`config.mk`:
```
export PLATFORM = sky130hd
export DESIGN_NAME = rtport_tx
export DESIGN_NICKNAME = d
export VERILOG_FILES = /design/src/rtl/rtport_tx.sv
export SDC_FILE = /design/constraint.sdc
export NUM_CORES = 2
export LEC_CHECK = 0
export CAP_MARGIN = 30
export CORE_MARGIN = 2
export CORE_UTILIZATION = 30
export CTS_CLUSTER_DIAMETER = 120
export DETAILED_ROUTE_END_ITERATION = 7
export PLACE_DENSITY = 0.55
export SYNTH_ARGS = -nofsm -noshare
export SYNTH_HDL_FRONTEND = slang
export SYNTH_SLANG_ARGS = --single-unit
```
`constraint.sdc`:
```
create_clock -name clk -period 32.1 [get_ports clk]
set_clock_uncertainty 0.15 [all_clocks]
set_input_delay 6.42 -clock clk [delete_from_list [all_inputs] [get_ports clk]]
set_output_delay 6.42 -clock clk [all_outputs]
set_load 0.01 [all_outputs]
```
`src/rtl/rtport_tx.sv`:
```
// Transmit end of the RTPort req/ack link: valid/ready FIFO feeding a four-phase req/ack sender.
// Optional macro RTPORT_TX_ACK_SYNC_EN adds a 2-flop synchronizer on tx_ack for cross-clock neighbours.
module rtport_tx #(
    parameter int WIDTH = 512,
    parameter int DEPTH = 4
) (
    input  logic                     clk,
    input  logic                     rst_n,
    input  logic                     in_valid,
    output logic                     in_ready,
    input  logic [WIDTH-1:0]         in_data,
    output logic                     tx_req,
    input  logic                     tx_ack,
    output logic [WIDTH-1:0]         tx_data,
    output logic [$clog2(DEPTH):0]   count,
    output logic                     busy
);
    localparam int AW = $clog2(DEPTH);
    localparam int CW = AW + 1;

    typedef enum logic [1:0] {
        IDLE    = 2'd0,
        REQ     = 2'd1,
        RELEASE = 2'd2
    } state_t;

    state_t             state_q, state_d;
    logic [WIDTH-1:0]   mem_q [DEPTH];
    logic [AW-1:0]      wr_ptr_q, rd_ptr_q;
    logic [CW-1:0]      count_q;
    logic               tx_req_q, tx_req_d;
    logic [WIDTH-1:0]   tx_data_q, tx_data_d;
    logic               push, pop;
    logic               ack_s;

`ifdef RTPORT_TX_ACK_SYNC_EN
    logic ack_meta_q, ack_sync_q;

    always_ff @(posedge clk) begin
        if (!rst_n) begin
            ack_meta_q <= 1'b0;
            ack_sync_q <= 1'b0;
        end else begin
            ack_meta_q <= tx_ack;
            ack_sync_q <= ack_meta_q;
        end
    end

    assign ack_s = ack_sync_q;
`else
    assign ack_s = tx_ack;
`endif

    // No bypass: a full FIFO refuses a push even when the FSM pops in the same cycle.
    assign in_ready = rst_n && (count_q != CW'(DEPTH));
    assign push     = in_valid && in_ready;

    always_comb begin
        state_d   = state_q;
        tx_req_d  = tx_req_q;
        tx_data_d = tx_data_q;
        pop       = 1'b0;
        case (state_q)
            IDLE: begin
                if (count_q != '0 && !ack_s) begin
                    tx_data_d = mem_q[rd_ptr_q];
                    pop       = 1'b1;
                    tx_req_d  = 1'b1;
                    state_d   = REQ;
                end
            end
            REQ: begin
                if (ack_s) begin
                    tx_req_d = 1'b0;
                    state_d  = RELEASE;
                end
            end
            RELEASE: begin
                if (!ack_s) begin
                    if (count_q != '0) begin
                        tx_data_d = mem_q[rd_ptr_q];
                        pop       = 1'b1;
                        tx_req_d  = 1'b1;
                        state_d   = REQ;
                    end else begin
                        state_d = IDLE;
                    end
                end
            end
            default: begin
                tx_req_d = 1'b0;
                state_d  = IDLE;
            end
        endcase
    end

    always_ff @(posedge clk) begin
        if (push) begin
            mem_q[wr_ptr_q] <= in_data;
        end
    end

    // Pointers are AW bits wide, so natural overflow gives the modulo-DEPTH wrap.
    always_ff @(posedge clk) begin
        if (!rst_n) begin
            state_q   <= IDLE;
            tx_req_q  <= 1'b0;
            tx_data_q <= '0;
            wr_ptr_q  <= '0;
            rd_ptr_q  <= '0;
            count_q   <= '0;
        end else begin
            state_q   <= state_d;
            tx_req_q  <= tx_req_d;
            tx_data_q <= tx_data_d;
            if (push) begin
                wr_ptr_q <= wr_ptr_q + 1'b1;
            end
            if (pop) begin
                rd_ptr_q <= rd_ptr_q + 1'b1;
            end
            case ({push, pop})
                2'b10:   count_q <= count_q + 1'b1;
                2'b01:   count_q <= count_q - 1'b1;
                default: count_q <= count_q;
            endcase
        end
    end

    assign tx_req  = tx_req_q;
    assign tx_data = tx_data_q;
    assign count   = count_q;
    assign busy    = (state_q != IDLE) || (count_q != '0);

endmodule

```
==> metrics.txt <==
Hold Crit Depth=2; vias=43750; Yosys top cell by area=edfxtp_1; P per Cell Area=78.8 nW/um^2; Register Area=72000 sq um; Mean Syn Cell Area=23.0 sq um; unrepaired setup endpoints after global routing=no; post-synthesis cell count=3883; Core ar.=297000 sq um; Post-Syn Nets=4405; crit path max fanout=10; initial antenna violation count=77; Sink Count=2572; DPL Wire Length=143000 um; Worst-path clk slew=0.06 ns; leakage=36.1 nW; Mapped Area=89400 sq um; number of antenna-violating nets in the routed design=0; Clock Latency Late Sink=0.86 ns; Tmin final=14.52 ns; slew of the pin with the lowest slew margin=1.12 ns; CTS resizes=0; GR Util All Layers=0.147; Crit Path Class=input port to output pin; pins over their slew limit=0; crit path launch type=input port; initial drt markers=3596; worst-path cell chain=clkdlybuf4s50_1 > inv_2 > a21oi_1 > clkdlybuf4s50_1; GP Congestion=0.764; H-tree depth=5; num ports=1034; most frequent cells in the layout=2048 x edfxtp_1, 1033 x clkdlybuf4s50_1, 522 x dfxtp_1, 512 x mux4_2, 512 x a22o_1; DRC violations left=0; CTS tree=built; Worst Hold Class=flop to flop; TNS Setup=0 ns; Filler Cells Inserted=26874; routed wire length per instance=25.0 um; Yosys top cell area share=0.688; DIE HEIGHT=550 um; Slew headroom=0.250; FF-to-FF path depth=8; Total Wirelength=231000 um; 1st-pass router iterations=5; Max Clock Freq=68.9 MHz; r2r endpoint=mem_q[3][133]$_DFFE_PP_; Worst EP required=25.53 ns; hold slack=0.312 ns; hold_sp=tx_req$_SDFFE_PN0P_; Worst path max stage delay=0.63 ns; layout cells sized above 1=0.191; TritonCTS buffer count=283; CTS Buffer Depth=4; Initial Util=0.301; multi-input logic area=16400 sq um; hold buffer count at cts=0; total grt overflow=0; most common cell after layout, fill and taps aside=edfxtp_1; vias in the first global route=45136; CP Launch Point=rst_n; number of post-CTS setup repair buffers=0; CP Data Arrival Time=7.95 ns; Synth-to-Final Area Change=27.2%; Peak VDD IR=0.0000525 V; top_reg_cell synth=edfxtp_1; Hold Path End=tx_req$_SDFFE_PN0P_; final hold vios=0; Tcrit/Tclk final=0.452; total power=0.00897 W; Crit. End Element=output pin; FF-to-FF Start=count[0]$_SDFFE_PN0P_; ys async rst share=0; largest net degree at the start of global routing=117; number of warnings issued by yosys=0; port bufs=1033; CP most frequent cell=clkdlybuf4s50_1; CTS root buf=clkbuf_16; EDFF count, synth=2048; FF+latch count, synth=2572; Crit-path slowest cell=clkdlybuf4s50_1; top cells by area, synth=edfxtp_1 69%, mux4_2 13%, dfxtp_1 12%, a22o_1 5.0%, buf_2 0.85%; die area=302000 sq um; sequential cell area fraction in the yosys report=0.805; Vias/cell=4.73; Rows=200; max-cap violations=0; die extent in x=550 um; R2R Setup Slk=25.34 ns; outcome=finished, final reports clean; Netlist cell types=27; Final nets=5578; first-pass GRT wire length=328000 um; endpoints failing setup=0
==> metal layers <==
metal,track usage,up-vias,share of wire
li1,-,18861,-
met1,0.185,23022,0.41
met2,0.236,1362,0.47
met3,0.0556,411,0.092
met4,0.0426,94,0.025
met5,0,-,0.0027
==> metrics by stage <==
stage | utilization | std cells | cell area (sq um) | setup WS, ns
CTS | 0.383 | 9220 | 114000 | 17.58
finish | 0.383 | 9255 | 114000 | 17.58
global route | 0.383 | 9235 | 114000 | 17.52
floorplan | - | 3883 | 89400 | 12.42
detailed placement | 0.352 | 8706 | 104000 | 17.60
global placement | 0.351 | 8703 | 104000 | 17.61
==> synth_stat cells, types with 4 or more instances <==
cell,n
nand2_1,6
buf_2,151
inv_1,9
mux4_2,512
dfxtp_1,524
edfxtp_1,2048
ha_1,5
and2_1,4
nor2_1,6
clkbuf_1,78
a21oi_1,7
a22o_1,512
==> area by class of cell <==
class | count | share of cell area
Timing Repair Buffer | 1117 | 0.0982
Tap cell | 3939 | 0.0433
Clock buffer | 403 | 0.0694
Antenna cell | 31 | 0.000682
Clock inverter | 111 | 0.0114
Multi-Input combinational cell | 1072 | 0.144
Sequential cell | 2572 | 0.633
Inverter | 10 | 0.000330
==> registers in the layout (all words and copies together) (netlist names), named ones only <==
name	count
wr_ptr_q	2
tx_data	512
tx_req	1
state_q	2
rd_ptr_q	2
count	3
mem_q	2048
==> worst max-delay path by stage <==
stage	to	slack (ns)	cells past startpoint
final	in_ready	17.58	4
after global routing	in_ready	17.52	4
after CTS	in_ready	17.58	4
after detailed placement	in_ready	17.60	4
after global placement	in_ready	17.61	4
after floorplan	mem_q[0][0]$_DFFE_PP_	12.42	3
==> logic make-up after synthesis <==
kind of cell    Yosys count  share of synthesized area
compound gates          524                     0.0509
buf+inv                 239                     0.0121
fa+ha+maj                 6                   0.000923
flops                  2572                      0.805
xor+xnor                  3                   0.000294
simple gates             24                    0.00144
mux                     515                      0.129
==> critical path: cells and delay by family <==
kind / cells / cell delay (ns)
AOI/OAI and AO/OA: 1 / 0.16
buffers and inverters: 3 / 1.35
==> power by group <==
part	internal (W)	total, W	leakage [nW]	switching [W]
clock	0.00186	0.00319	4.47	0.00133
sequential	0.00394	0.00410	22.9	0.000160
combinational	0.000857	0.00168	8.81	0.000824
total	0.00665	0.00897	36.1	0.00231
Power figures use the tool's default switching activity.
